$ cat src/rtl/restoring_divider.sv
// Unsigned 16-bit by 8-bit restoring divider.
// One quotient bit is resolved per clock, MSB first, so every operation takes
// exactly 16 cycles after it is accepted, whatever the operand values.
// Results sit in dedicated output registers that update only at completion.
// Iteration values never appear on the outputs.
module restoring_divider (
    input  logic        clk,
    input  logic        rst_n,
    input  logic        start,
    input  logic [15:0] dividend,
    input  logic [7:0]  divisor,
    output logic        busy,
    output logic        done,
    output logic [15:0] quotient,
    output logic [7:0]  remainder,
    output logic        div_by_zero
);

    typedef enum logic {
        IDLE = 1'b0,
        CALC = 1'b1
    } state_e;

    // Index of the final iteration (counter runs 0..15 while calculating).
    localparam logic [4:0] LAST_ITER = 5'd15;

    // Control and datapath state
    state_e      state_q;
    logic [4:0]  cnt_q;     // iterations already completed
    logic [8:0]  prem_q;    // partial remainder
    logic [15:0] work_q;    // dividend bits still to consume, quotient bits shifted in behind them
    logic [7:0]  dvs_q;     // divisor latched at accept

    // Registered results
    logic        done_q;
    logic [15:0] quot_q;
    logic [7:0]  rem_q;
    logic        dbz_q;

    // Next-iteration values
    logic [8:0]  shifted_d;
    logic        fits_d;
    logic [8:0]  prem_d;
    logic [15:0] work_d;

    // Between iterations the partial remainder is below the divisor, so its
    // top bit is always zero and only the low eight bits shift upward.
    logic        unused_prem_msb;
    assign unused_prem_msb = prem_q[8];

    // One restoring step: shift in the next dividend bit, trial-subtract, keep or restore.
    always_comb begin
        // NOTE: every signal gets a default at the top so no path leaves one unassigned,
        // which would otherwise infer a latch.
        shifted_d = {prem_q[7:0], work_q[15]};
        fits_d    = 1'b0;
        prem_d    = shifted_d;
        if (shifted_d >= {1'b0, dvs_q}) begin
            fits_d = 1'b1;
            prem_d = shifted_d - {1'b0, dvs_q};
        end
        work_d = {work_q[14:0], fits_d};
    end

    // Sequencer: accept in IDLE, iterate 16 times in CALC, publish results and pulse done.
    always_ff @(posedge clk or negedge rst_n) begin
        if (!rst_n) begin
            state_q <= IDLE;
            cnt_q   <= 5'd0;
            prem_q  <= 9'd0;
            work_q  <= 16'd0;
            dvs_q   <= 8'd0;
            done_q  <= 1'b0;
            quot_q  <= 16'd0;
            rem_q   <= 8'd0;
            dbz_q   <= 1'b0;
        end else begin
            // NOTE: non-blocking assignments here, so every register samples the values
            // from before the edge; blocking ones would make the outcome depend on statement order.
            done_q <= 1'b0;
            case (state_q)
                IDLE: begin
                    if (start) begin
                        work_q  <= dividend;
                        dvs_q   <= divisor;
                        cnt_q   <= 5'd0;
                        prem_q  <= 9'd0;
                        state_q <= CALC;
                    end
                end
                CALC: begin
                    prem_q <= prem_d;
                    work_q <= work_d;
                    cnt_q  <= cnt_q + 5'd1;
                    if (cnt_q == LAST_ITER) begin
                        state_q <= IDLE;
                        done_q  <= 1'b1;
                        if (dvs_q == 8'd0) begin
                            // Divide by zero: saturated quotient, zero remainder, flag raised.
                            quot_q <= 16'hFFFF;
                            rem_q  <= 8'h00;
                            dbz_q  <= 1'b1;
                        end else begin
                            quot_q <= work_d;
                            rem_q  <= prem_d[7:0];
                            dbz_q  <= 1'b0;
                        end
                    end
                end
                default: state_q <= IDLE;
            endcase
        end
    end

    assign busy        = (state_q == CALC);
    assign done        = done_q;
    assign quotient    = quot_q;
    assign remainder   = rem_q;
    assign div_by_zero = dbz_q;

endmodule
$ cat config.mk
export PLATFORM = sky130hd
export DESIGN_NAME = restoring_divider
export DESIGN_NICKNAME = d
export VERILOG_FILES = /design/src/rtl/restoring_divider.sv
export SDC_FILE = /design/constraint.sdc
export NUM_CORES = 1
export LEC_CHECK = 0
export BUFFER_PORTS_ARGS = -buffer_cell sky130_fd_sc_hd__buf_2
export CAP_MARGIN = 25
export CORE_MARGIN = 10
export CORE_UTILIZATION = 38
export CTS_CLUSTER_SIZE = 16
export DETAILED_ROUTE_END_ITERATION = 6
export SLEW_MARGIN = 10
export SYNTH_ARGS = -nofsm -noshare
export SYNTH_HDL_FRONTEND = slang
export SYNTH_SLANG_ARGS = --single-unit
$ cat constraint.sdc
create_clock -name clk -period 6.07 [get_ports clk]
set_input_delay 0.607 -clock clk [delete_from_list [all_inputs] [get_ports clk]]
set_output_delay 0.607 -clock clk [all_outputs]
set_load 0.005 [all_outputs]
# Word-level counts from Yosys, hierarchy flattened
# Cells that the tools add are included.
# classes
bitwise_logic	1
n_lt_le_gt_ge	1
n_eq_ne	2
n_addsub	2
mux	16
reduce_logical	3
# ops
cell	n
two-way mux 16 bit	2
one-hot mux 16 bit (2 select lines)	1
two-way mux 8 bit	3
one-hot mux 8 bit (2 select lines)	1
one-hot mux 5 bit (2 select lines)	1
greater-or-equal comparator 9 x 8 -> 1 bit	1
logical NOT 8 bit	1
subtractor 8 bit	1
two-way mux 1 bit	6
adder 5 x 1 -> 5 bit (second input constant)	1
== test 5 x 4 -> 1 bit (second input constant)	1
two-way mux 5 bit	1
AND reduction 2 bit	2
inequality test 2 bit (second input constant)	1
one-hot mux 1 bit (2 select lines)	1
inverter 1 bit	1
# word_totals
input_bits	27
regBits	64

# Longest topological paths before layout
# Gate-level depths: netlist (run 1).
# depth
ltp_word	3
ltp_mapped	9
ltp_nobuf	9

# Worst setup path before layout (run 1)
# Ideal clock, no wire load.
# synth_path
kind	register to register
startpoint	reg prem_q[5]
endpoint	reg prem_q[2]
setup_time_ps	122
arrival_time_ps	2000
slack_ps	3948
required_ps	5948
synth_period_minus_slack_ps	2122
stages_incl_launch_ff	7
cell_sequence	dfrtp_1 > ha_1 > buf_6 > a2111o_1 > o211a_1 > or3_1 > a32o_1
# synth_via
elab_chain_cells	3
# synth_lines
element	line_no	text
start, declared	30	logic [8:0] prem_q;
start signal, assigned	92	prem_q <= prem_d;
greater-or-equal comparator 9 x 8 -> 1 bit	58	if (shifted_d >= {1'b0, dvs_q}) begin
two-way mux 8 bit	58	
one-hot mux 8 bit (2 select lines)	81	case (state_q)
# Every way passes these cells.
# A chain may end at the register's enable or synchronous reset.

# Worst setup path in the final report (run 1)
# layout_path
startpoint	reg cnt_q[0]
endpoint	reg rem_q[5], in the netlist remainder[5]
# layout_via
elab_chain_cells	2
# layout_lines
element	line_no	text
start, declared	29	logic [4:0] cnt_q;
start signal, assigned	94	cnt_q <= cnt_q + 5'd1;
== test 5 x 4 -> 1 bit	95	if (cnt_q == LAST_ITER) begin
AND reduction 2 bit (no line)	--	
end signal, assigned	105	rem_q <= prem_d[7:0];
end, declared	37	logic [7:0] rem_q;
# Every way passes these cells.

==> results.md, run 1 <==
- Crit path DAT: around 3100 ps
- Max-slew violation count: 0
- Design Area, Final: 3600 µm²
- Status: finished clean
- Flop pwr share: approximately 36%
- Antenna violations before repair: 0
- Placed insts: about 440
- CTS Hold Bufs: 0
- Largest net degree at the start of global routing: 65
- Sw frac: between 40% and 50%
- Finished Layout Cells: around 460
- Max-cap violation count: 0
- Remaining DRCs: 0
- Max Buffers Root-to-Sink: 2
- H-tree depth: 3
- Worst endpoint required time: about 6300 ps
- Clk network pwr share: between 10% and 20%
- Worst-path maximum fanout: 20
- PostCTS Resize Cnt: 0
- Cell count after synthesis: 300
- Post-route setup slack: 3140 ps
- Die area: between 10,000 and 15,000 µm²
- Commonest non-fill, non-tap cells in the layout: dfrtp_1 (64), buf_2 (54), nand2_1 (50)
- Max Freq: roughly 340 MHz
- CTS tree: yes
- Via density: approximately 5.3
- Hold crit path type: in2async
- # IOs: between 50 and 60
- Final min period: around 2900 ps
- Yosys Warn Count: 0
- Most common cell after layout, fill and taps aside: dfrtp_1
- Post-Syn Nets: 338
- CTS sink count: 64
- Share of layout cells above drive strength 1: 21.0%
- Avg Inst Size Synth: between 10 and 15 µm²
- Final setup viols: 0
- WL per Instance: roughly 16 µm
- Final wirelength: ~7500 µm
- Worst IR Drop VDD: 0.276 mV
- Fin crit share: slightly below 50%
- Initial Util: 39.3%
- RSZ-0062 raised after global routing: no
- Setup Slack @ Placement: 3130 ps
- Fin nets: slightly below 400
- Site Rows: 32
- Critical path cell sequence: ha_1, and3_1, ha_1, nand2_1, clkinv_1, nand2_1, o221ai_1
- Critical Path End Type: flip-flop
- Vias in the first global route: between 2,000 and 2,500
- Synth area leaders: dfrtp_1 (52%), o21ai_0 (6.2%), nand2_1 (6.1%)
- Slew HR: a little under half
- CTS buffer count: 9
- Seq cells post-synth: 64
- Post-CTS Setup Repair Bufs: 0
- Area leader, netlist: dfrtp_1
- Final Hold Viols: 0
- Global placement routability congestion: approximately 0.84
- Gr usage total: about an eighth
- Clk slew on worst S/H paths: approximately 80 ps
- Critical path class: reg2reg
- First-pass GRT wire length: about 12,000 µm
- Mapped Area: a little over 3000 µm²
- CP startpoint kind: flip-flop
- Remaining Overflow, GRT: 0
- Setup TNS: 0 ps
- Slowest cell on crit path: nand2_1
- Detail Placement HPWL: 5500 µm
- Worst slew pin tran: around 800 ps
- Via count: between 2,000 and 2,500
- Number of routed nets with antenna violations: 0
- Port bufs: 53
- Leak: roughly 1.6 nW
- Later-pin clock latency in the skew report: 340 ps
- Area growth, synth to finish: 17.7%
- Core area: roughly 8000 µm²
- ANT cells: 0
- Chip Width: 110 µm
- CP peak stage delay: about 730 ps
- Root buf cell: clkbuf_8
- FF-to-FF setup slack: 3140 ps
- Pwr Density: 627 nW/µm²
- Unique masters post-synth: 42
- Net load switching power: about 940 µW
- Share of the synthesized area in the top cell type: roughly 52%
- Post-synthesis sequential area ratio: 52.4%
- Cell Int Power: 1.32 mW
- Drt pass-1 iters: 5
- Starting DRT DRC Count: roughly 110
- Die H: about 110 µm
- Power share of the combinational group: 48.2%
- Clk_skew: roughly 13 ps
- DP Area: between 3000 and 4000 µm²
-- area by class of cell --
cell class | instances | area (µm²)
Tap cell | 102 | 128
Multi-Input combinational cell | 205 | 1320
Clock buffer | 11 | 141
Sequential cell | 64 | 1600
Fill cell | 769 | 4170
Inverter | 15 | 56.3
Clock inverter | 5 | 56.3
Timing Repair Buffer | 57 | 293
-- final timing paths --
kind,startpoint,end,depth (start not counted)
hold reg to reg,remainder[7],remainder[7],1
hold / removal,rst_n,prem_q[6],2
setup reg to reg,cnt_q[0],remainder[5],7
setup / recovery,cnt_q[0],remainder[5],7
min in group clk,divisor[6],dvs_q[6],3
max in group asynchronous,rst_n,dvs_q[6],2
-- metrics by stage --
step | util (%) | hold WS [ps] | total power, mW
2_1_floorplan | - | 311 | 1.56
3_3_place_gp | 43.7 | 477 | 1.87
3_5_place_dp | 43.7 | 494 | 1.90
4_1_cts | 46.2 | 458 | 2.27
5_1_grt | 46.3 | 472 | 2.45
6_report | 46.3 | 429 | 2.25
-- kinds of logic after synthesis --
| logic type | count (synthesis) | share of synthesized area, % |
|---|---|---|
| and+or+nand+nor | 82 | 11.4 |
| AOI/OAI and AO/OA | 92 | 20.6 |
| buffers and inverters | 31 | 4.34 |
| DFF | 64 | 52.4 |
| muxes | 18 | 5.94 |
| adders and majority gates | 11 | 4.75 |
| xor gates and xnor gates | 2 | 0.573 |
-- critical path, delay by kind of cell, from the launching register on --
family	cells	cell delay, ps
AOI/OAI and AO/OA	1	230
adders and majority gates	2	410
buffers and inverters	1	530
DFF	1	410
and+or+nand+nor	3	1180
-- routing by layer --
layer  vias to the layer above  GRT usage, %  part of all wire, %
met1                      1168          17.2                   47
li1                       1184             -                    -
met2                        70          19.1                   45
met3                        13          3.57                  6.1
met5                         -             0                    0
met4                         0          6.41                  2.0
-- registers in the layout, indices dropped and copies added, names as in the netlist --
register / cells
quotient: 16
prem_q: 8
dvs_q: 8
remainder: 8
cnt_q: 5
done: 1
work_q: 16
div_by_zero: 1
busy: 1
-- synth_stat cells (all sizes together) --
| library cell | n |
|---|---|
| o211ai | 7 |
| a22o | 2 |
| a21oi | 5 |
| o221ai | 4 |
| or4b | 1 |
| o211a | 1 |
| a32o | 4 |
| nand2b | 3 |
| dfrtp | 64 |
| o31ai | 4 |
| o22a | 16 |
| o21a | 1 |
| o21ai | 38 |
| mux2i | 17 |
| xor2 | 1 |
| nor3b | 1 |
| nor3 | 2 |
| a211oi | 2 |
| o21bai | 1 |
| xnor2 | 1 |
| buf | 9 |
| a2bb2oi | 1 |
| ha | 10 |
| fa | 1 |
| nor2 | 16 |
| o2111ai | 1 |
| nand4 | 3 |
| nor4 | 2 |
| inv | 14 |
| and3 | 1 |
| nand3 | 2 |
| or3 | 1 |
| mux2 | 1 |
| o22ai | 2 |
| a31oi | 2 |
| clkinv | 1 |
| a2111o | 1 |
| nand2 | 50 |
| clkbuf | 7 |
-- power groups by stage --
stage,clock network [mW],logic [mW],registers [mW]
finish,0.365,1.09,0.803
global placement,0,1.06,0.810
global route,0.395,1.23,0.833
CTS,0.376,1.09,0.805
floorplan,0,0.794,0.769
detailed placement,0,1.09,0.811
Note: power is estimated with default switching activity, not from simulation.
==> run 2, diff against run 1 <==
Settings changed: ABC_AREA set to 1.
Clock period 6.07 ns to 2.95 ns, I/O delays scaled along.
==> run 2 against run 1 <==
  * Worst setup slack got worse by 2200 ps
  * Clock-buffer cell count is 1 lower
  * Clock skew fell by 2.1 ps
  * Wire length about the same
  * Via count increased by 4.4%
  * Combinational power grew 110%
  * Area after synthesis increased by 0.45%
  * Non-clock buffer count is 2 higher
==> results.md, run 2 <==
- Post-synth EDFFs: 0 (unchanged)
- Placed insts: 506 (+14%)
- # IOs: 54 (unchanged)
- Share of layout cells above drive strength 1: 21.4% (+0.37 points)
- Post-CTS Setup Repair Bufs: 0 (unchanged)
- Final setup viols: 0 (unchanged)
- Most common cell after layout, fill and taps aside: nand2_1
- Max Freq: 502 MHz (+47%)
- Commonest non-fill, non-tap cells in the layout: nand2_1 (107), dfrtp_1 (64), buf_2 (53)
- Remaining DRCs: 0 (unchanged)
- Top-count cell post-synth: nand2_1
- Remaining Overflow, GRT: 0 (unchanged)
- Synth Flop Type: dfrtp_1
- Final min period: 1990 ps (-938 ps)
- Setup TNS: 0 ps (unchanged)
- CTS buffer count: 9 (unchanged)
- Worst slew pin tran: 561 ps (-239 ps)
- Area growth, synth to finish: 18.5%
- Detail Placement HPWL: 5570 µm (+1.2%)
- CTS sink count: 64 (unchanged)
- Final core occ: 46.6% (+0.29 points)
- Max Buffers Root-to-Sink: 2 (unchanged)
- CP startpoint kind: flip-flop
- Initial Util: 39.3% (about the same)
- Starting DRT DRC Count: 123 (+8.8%)
- Worst IR Drop VDD: 0.339 mV (+23%)
- Top cells by count, synth: nand2_1 (107), dfrtp_1 (64), inv_1 (41)
- Cell count after synthesis: 357 (+19%)
- Number of routed nets with antenna violations: 0 (unchanged)
- Via count: 2,541 (+4.4%)
- Fillers: 788 (+2.5%)
- Share of the synthesized area in the top cell type: 52.2% (-0.24 points)
- Synth area leaders: dfrtp_1 (52%), nand2_1 (13%), inv_1 (5.0%)
- First-pass GRT wire length: 12,500 µm (+1.5%)
- Leak: 1.89 nW (+15%)
- Die area: 12,100 µm² (+0.36%)
- Root buf cell: clkbuf_8
- Slowest cell on crit path: dfrtp_1
- Worst endpoint required time: 3200 ps (-3070 ps)
- Worst-path maximum fanout: 18 (-10%)
- Total power: 4.51 mW (+100%)
- Unique masters post-synth: 29 (-31%)
- Critical path cell sequence: inv_2, nand2_1, inv_1, buf_4, nand2_1, o221ai_1
- Avg Inst Size Synth: 8.60 µm² (-16%)
- Chip Width: 110 µm (+0.18%)
- CP peak stage delay: 580 ps (-150 ps)
- RSZ-0062 raised after global routing: no
- Finished Layout Cells: 523 (+14%)
- Via density: 4.86 (-8.4%)
- CTS tree: yes
- Mapped Area: 3070 µm² (+0.45%)
- Fin nets: 454 (+16%)
- Max-slew violation count: 0 (unchanged)
- Post-Syn Nets: 395 (+17%)
- Vias in the first global route: 2,558 (+4.5%)
- Status: finished clean
- Area leader, netlist: dfrtp_1
- Fin crit share: 67.5% (+19 points)
- Post-synthesis sequential area ratio: 52.2% (-0.24 points)
- Pwr Density: 1240 nW/µm² (+98%)
- Gr usage total: 13.1% (+0.15 points)
- Setup Slack @ Placement: 982 ps (-2150 ps)
- Largest net degree at the start of global routing: 25 (-62%)
- Post-route setup slack: 960 ps (-2180 ps)
- Later-pin clock latency in the skew report: 350 ps (about the same)
- Drt pass-1 iters: 4 (-1)
- Critical path class: reg2reg
- H-tree depth: 3 (unchanged)
- Seq cells post-synth: 64 (unchanged)
- WL per Instance: 14.4 µm (-12%)
- Clk_skew: 10.8 ps (-2.09 ps)
- Port bufs: 53 (unchanged)
- Clk slew on worst S/H paths: 80 ps (about the same)
- ANT cells: 0 (unchanged)
- Final wirelength: 7540 µm (about the same)
- Max-cap violation count: 0 (unchanged)
- Yosys Warn Count: 0 (unchanged)
- Critical Path End Type: flip-flop
- Most frequent CP cell: nand2_1
- Final Hold Viols: 0 (unchanged)
- Ys async rst share: 100% (unchanged)
- Site Rows: 32 (unchanged)
- Global placement routability congestion: 0.873 (+3.8%)
- Core area: 7810 µm² (+0.52%)
- Die H: 110 µm (+0.18%)
- Slew HR: 62.6% (+16 points)
- Hold crit path type: in2reg
- Crit path DAT: 2240 ps (-880 ps)
- Antenna violations before repair: 0 (unchanged)
[run 2: cell count changes in the layout (fill, tap and decap cells not counted), sizes merged, moves of 14 or more]
| cell | before | now |
|---|---|---|
| o21ai | 38 | 11 |
| o22a | 16 | 0 |
| inv | 14 | 45 |
| nand3 | 2 | 22 |
| nor2 | 16 | 30 |
| nand2 | 50 | 115 |
| mux2i | 17 | 0 |
[run 2: routing by layer]
layer | GRT usage (%) | vias up | part of all wire (%)
met2 | 19.3 | 53 | 46
met4 | 7.06 | 0 | 2.4
met1 | 17.6 | 1199 | 46
met3 | 2.75 | 11 | 5.5
li1 | - | 1278 | -
met5 | 0 | - | 0
[run 2: final timing paths]
kind | startpoint | end | slack, ps | cells past startpoint
min reg2reg | remainder[2] | remainder[2] | 480 | 2
max in group asynchronous | rst_n | work_q[14] | 1770 | 3
min in group asynchronous | rst_n | dvs_q[6] | 470 | 2
max reg2reg | busy | work_q[5] | 960 | 6
max | busy | work_q[5] | 960 | 6
min | divisor[0] | dvs_q[0] | 150 | 3
[run 2: report_power, final]
part / switching [mW] / leakage (nW) / internal, mW / total [mW]
Sequential: 0.238 / 0.757 / 1.32 / 1.56
Combinational: 1.36 / 1.05 / 0.897 / 2.25
Clock: 0.365 / 0.0887 / 0.329 / 0.693
[run 2: worst max-delay path, delay by kind of cell, from the launching register on]
family	cells	cell delay, ps
buffers and inverters	3	1010
AOI/OAI and AO/OA	1	80
and+or+nand+nor	2	230
DFF	1	580
[run 2: cell families after synthesis]
| kind of cell | count (synthesis) | share of synthesized area [%] |
|---|---|---|
| AND/OR/NAND/NOR | 177 | 25.4 |
| flip-flops | 64 | 52.2 |
| buffers and inverters | 55 | 7.05 |
| AO/OA/AOI/OAI | 47 | 9.74 |
| adder cells (fa/ha/maj) | 11 | 4.73 |
| XOR/XNOR | 3 | 0.856 |
[run 2: repair_timing]
action / CTS / global route
resized for setup: 0 / 0
hold buffers: 1 / 0
hold endpoints to repair: 22 / 0
[run 2: per-stage QoR]
stage	area [µm²]	hold WS [ps]
after floorplan	3070	-0.591
after global placement	3450	309
after detailed placement	3450	312
after CTS	3640	143
after global routing	3640	164
final	3640	150
[run 2: final cells by class]
cell class | count | area (µm²) | area share, %
well taps | 102 | 128 | 3.51
clock inverters | 6 | 42.5 | 1.17
inverters | 44 | 165 | 4.54
repair buffers | 59 | 313 | 8.60
clock buffers | 10 | 138 | 3.78
flip-flops and latches | 64 | 1600 | 44.0
multi-input cells | 238 | 1250 | 34.4
==> run 3, diff against run 2 <==
Clock period 2.95 ns to 1.9 ns, I/O delays scaled along.
==> run 3 against run 2 <==
  * Maximum frequency rose by 13%
  * Worst setup slack got worse by 820 ps
  * Clock-buffer cell count unchanged
  * Via count fell by 0.16%
  * First-iteration DRC count shrank 15%
==> results.md, run 3 (synthesis gave the netlist of run 2 again) <==
- Fillers: 788 (unchanged)
- Critical path cell sequence: ha_1, nand2_1, inv_1, nand2_1, nor2_2, nor2_4, buf_12, nand2_8, nand2_1, nand3_1, nand2_1
- Die H: 110 µm (unchanged)
- Fin nets: 465 (+2.4%)
- Pwr Density: 1970 nW/µm² (+59%)
- Commonest non-fill, non-tap cells in the layout: nand2_1 (107), dfrtp_1 (62), buf_2 (53)
- Flop pwr share: 32.1% (-2.5 points)
- Setup Slack @ Placement: 65.6 ps (-916 ps)
- Via count: 2,537 (-0.16%)
- Hold crit path type: in2reg
- Crit. path cell count: 11 (+5)
- Share of layout cells above drive strength 1: 25.0% (+3.6 points)
- RSZ-0062 raised after global routing: no
- Worst IR Drop VDD: 0.595 mV (+75%)
- CP startpoint kind: flip-flop
- Final min period: 1760 ps (-230 ps)
- Global placement routability congestion: 0.926 (+6.1%)
- Setup crit end: remainder[0]
- Crit path DAT: 1990 ps (-250 ps)
- Remaining Overflow, GRT: 0 (unchanged)
- Later-pin clock latency in the skew report: 340 ps (about the same)
- CP peak stage delay: 410 ps (-170 ps)
- Detail Placement HPWL: 5630 µm (+1.3%)
- Final wirelength: 7560 µm (+0.24%)
- CTS buffer count: 9 (unchanged)
- First-pass GRT wire length: 12,400 µm (-0.72%)
- Fin crit share: 92.7% (+25 points)
- Final Hold Viols: 0 (unchanged)
- Site Rows: 32 (unchanged)
- Most frequent CP cell: nand2_1
- Max-cap violation count: 0 (unchanged)
- Antenna violations before repair: 0 (unchanged)
- Remaining DRCs: 0 (unchanged)
- CTS tree: yes
- Largest net degree at the start of global routing: 21 (-16%)
- Number of routed nets with antenna violations: 0 (unchanged)
- Sw frac: 41.0% (-2.4 points)
- Worst slew pin tran: 505 ps (-56.8 ps)
- Slowest cell on crit path: dfrtp_1
- Core area: 7810 µm² (unchanged)
- Clk slew on worst S/H paths: 80 ps (about the same)
- Storage cell area: 1600 µm² (+0.16%)
- CTS sink count: 64 (unchanged)
- Initial Util: 39.3% (unchanged)
- Max-slew violation count: 0 (unchanged)
- Worst Hold Path Cells: 3 (unchanged)
- Critical path's top delay family: simple AND/OR/NAND/NOR gates
- Setup TNS: 0 ps (unchanged)
- Area growth, synth to finish: 25.4%
- Clk network pwr share: 17.6% (+2.2 points)
- Most common cell after layout, fill and taps aside: nand2_1
- Status: finished clean
- Final setup viols: 0 (unchanged)
- ANT cells: 0 (unchanged)
- Power share of the combinational group: 50.2% (+0.2 points)
- Worst r2r src: prem_q[2]
- H-tree depth: 3 (unchanged)
- Buf/Inv on CP: 2 (-1)
- Port bufs: 53 (unchanged)
- Worst-path maximum fanout: 10 (-8)
- Multi-input logic area: 1290 µm² (+3.2%)
- Max Buffers Root-to-Sink: 2 (unchanged)
- Max Freq: 568 MHz (+13%)
- Starting DRT DRC Count: 104 (-15%)
- Drt pass-1 iters: 4 (unchanged)
- Die area: 12,100 µm² (unchanged)
- Via density: 4.75 (-2.2%)
- R2R Path End: remainder[0]
- Leak: 1.98 nW (+4.8%)
- Net load switching power: 3.11 mW (+59%)
- Post-route setup slack: 140 ps (-820 ps)
- Vias in the first global route: 2,565 (+0.27%)
- Worst endpoint required time: 2130 ps (-1070 ps)
- Slew HR: 66.4% (+3.8 points)
- Clk_skew: 11.1 ps (+0.327 ps)
- WL per Instance: 14.2 µm (-1.8%)
- FF-to-FF setup slack: 140 ps (-820 ps)
- Cell Int Power: 4.47 mW (+75%)
- Cells on worst reg2reg path: 11 (+5)
- Critical path class: reg2reg
- Gr usage total: 13.0% (-0.15 points)
- Worst Setup SP: prem_q[2]
- Chip Width: 110 µm (unchanged)
- Root buf cell: clkbuf_8
- # IOs: 54 (unchanged)
- Critical Path End Type: flip-flop
run 3: cell count changes in the layout (fill, tap and decap cells not counted), moves of 3 or more:
cell	delta
buf_12	+3
buf_4	+8
ha_4	+3
ha_1	-3
run 3: routing by layer:
layer	wire (µm)	part of all wire, %	vias up	track usage (%)
met5	0	0	-	0
met4	82	1.1	0	6.13
met3	419	5.5	7	2.87
li1	-	-	1294	-
met1	3570	47	1181	17.2
met2	3490	46	55	19.7
run 3: repair_timing:
action	CTS	global route
gates resized for setup	0	8
hold buffers	1	0
buffers inserted	0	1
endpoints found under the setup margin	0	17
hold endpoints to repair	16	0
run 3: through the flow:
stage | utilization [%] | cells | power (mW) | cell area, µm² | hold slack [ps]
floorplan | - | 357 | 4.98 | 3070 | -106
global placement | 45.4 | 516 | 6.03 | 3550 | 183
detailed placement | 45.4 | 516 | 6.10 | 3550 | 190
CTS | 48.5 | 533 | 7.47 | 3790 | 38.8
global route | 49.3 | 534 | 8.33 | 3850 | 47.6
finish | 49.3 | 534 | 7.57 | 3850 | 54.3
run 3: cell type report:
class                           count  area share [%]
Sequential cell                    64            41.7
Multi-Input combinational cell    238            33.5
Timing Repair Buffer               70            11.2
Inverter                           44            4.29
Clock buffer                       10            3.57
Tap cell                          102            3.31
Clock inverter                      6            2.37
run 3: how the worst min path moves through the flow:
stage                          start        to  slack [ps]
after floorplan                rst_n      busy        -110
after global placement         rst_n  dvs_q[7]         180
after detailed placement       rst_n  dvs_q[7]         190
after CTS                 divisor[0]  dvs_q[0]          40
after global routing      divisor[7]  dvs_q[7]          50
final                     divisor[0]  dvs_q[0]          50
run 3: power groups by stage:
stage | sequential [mW] | clock, mW | combinational (mW)
finish | 2.43 | 1.34 | 3.81
global placement | 2.42 | 0 | 3.61
CTS | 2.42 | 1.37 | 3.68
global route | 2.52 | 1.44 | 4.37
floorplan | 2.38 | 0 | 2.60
detailed placement | 2.44 | 0 | 3.66
run 3: worst min-delay path, delay by kind of cell:
kind                   cells  cell delay, ps
AND/OR/NAND/NOR            2              80
buffers and inverters      1              80
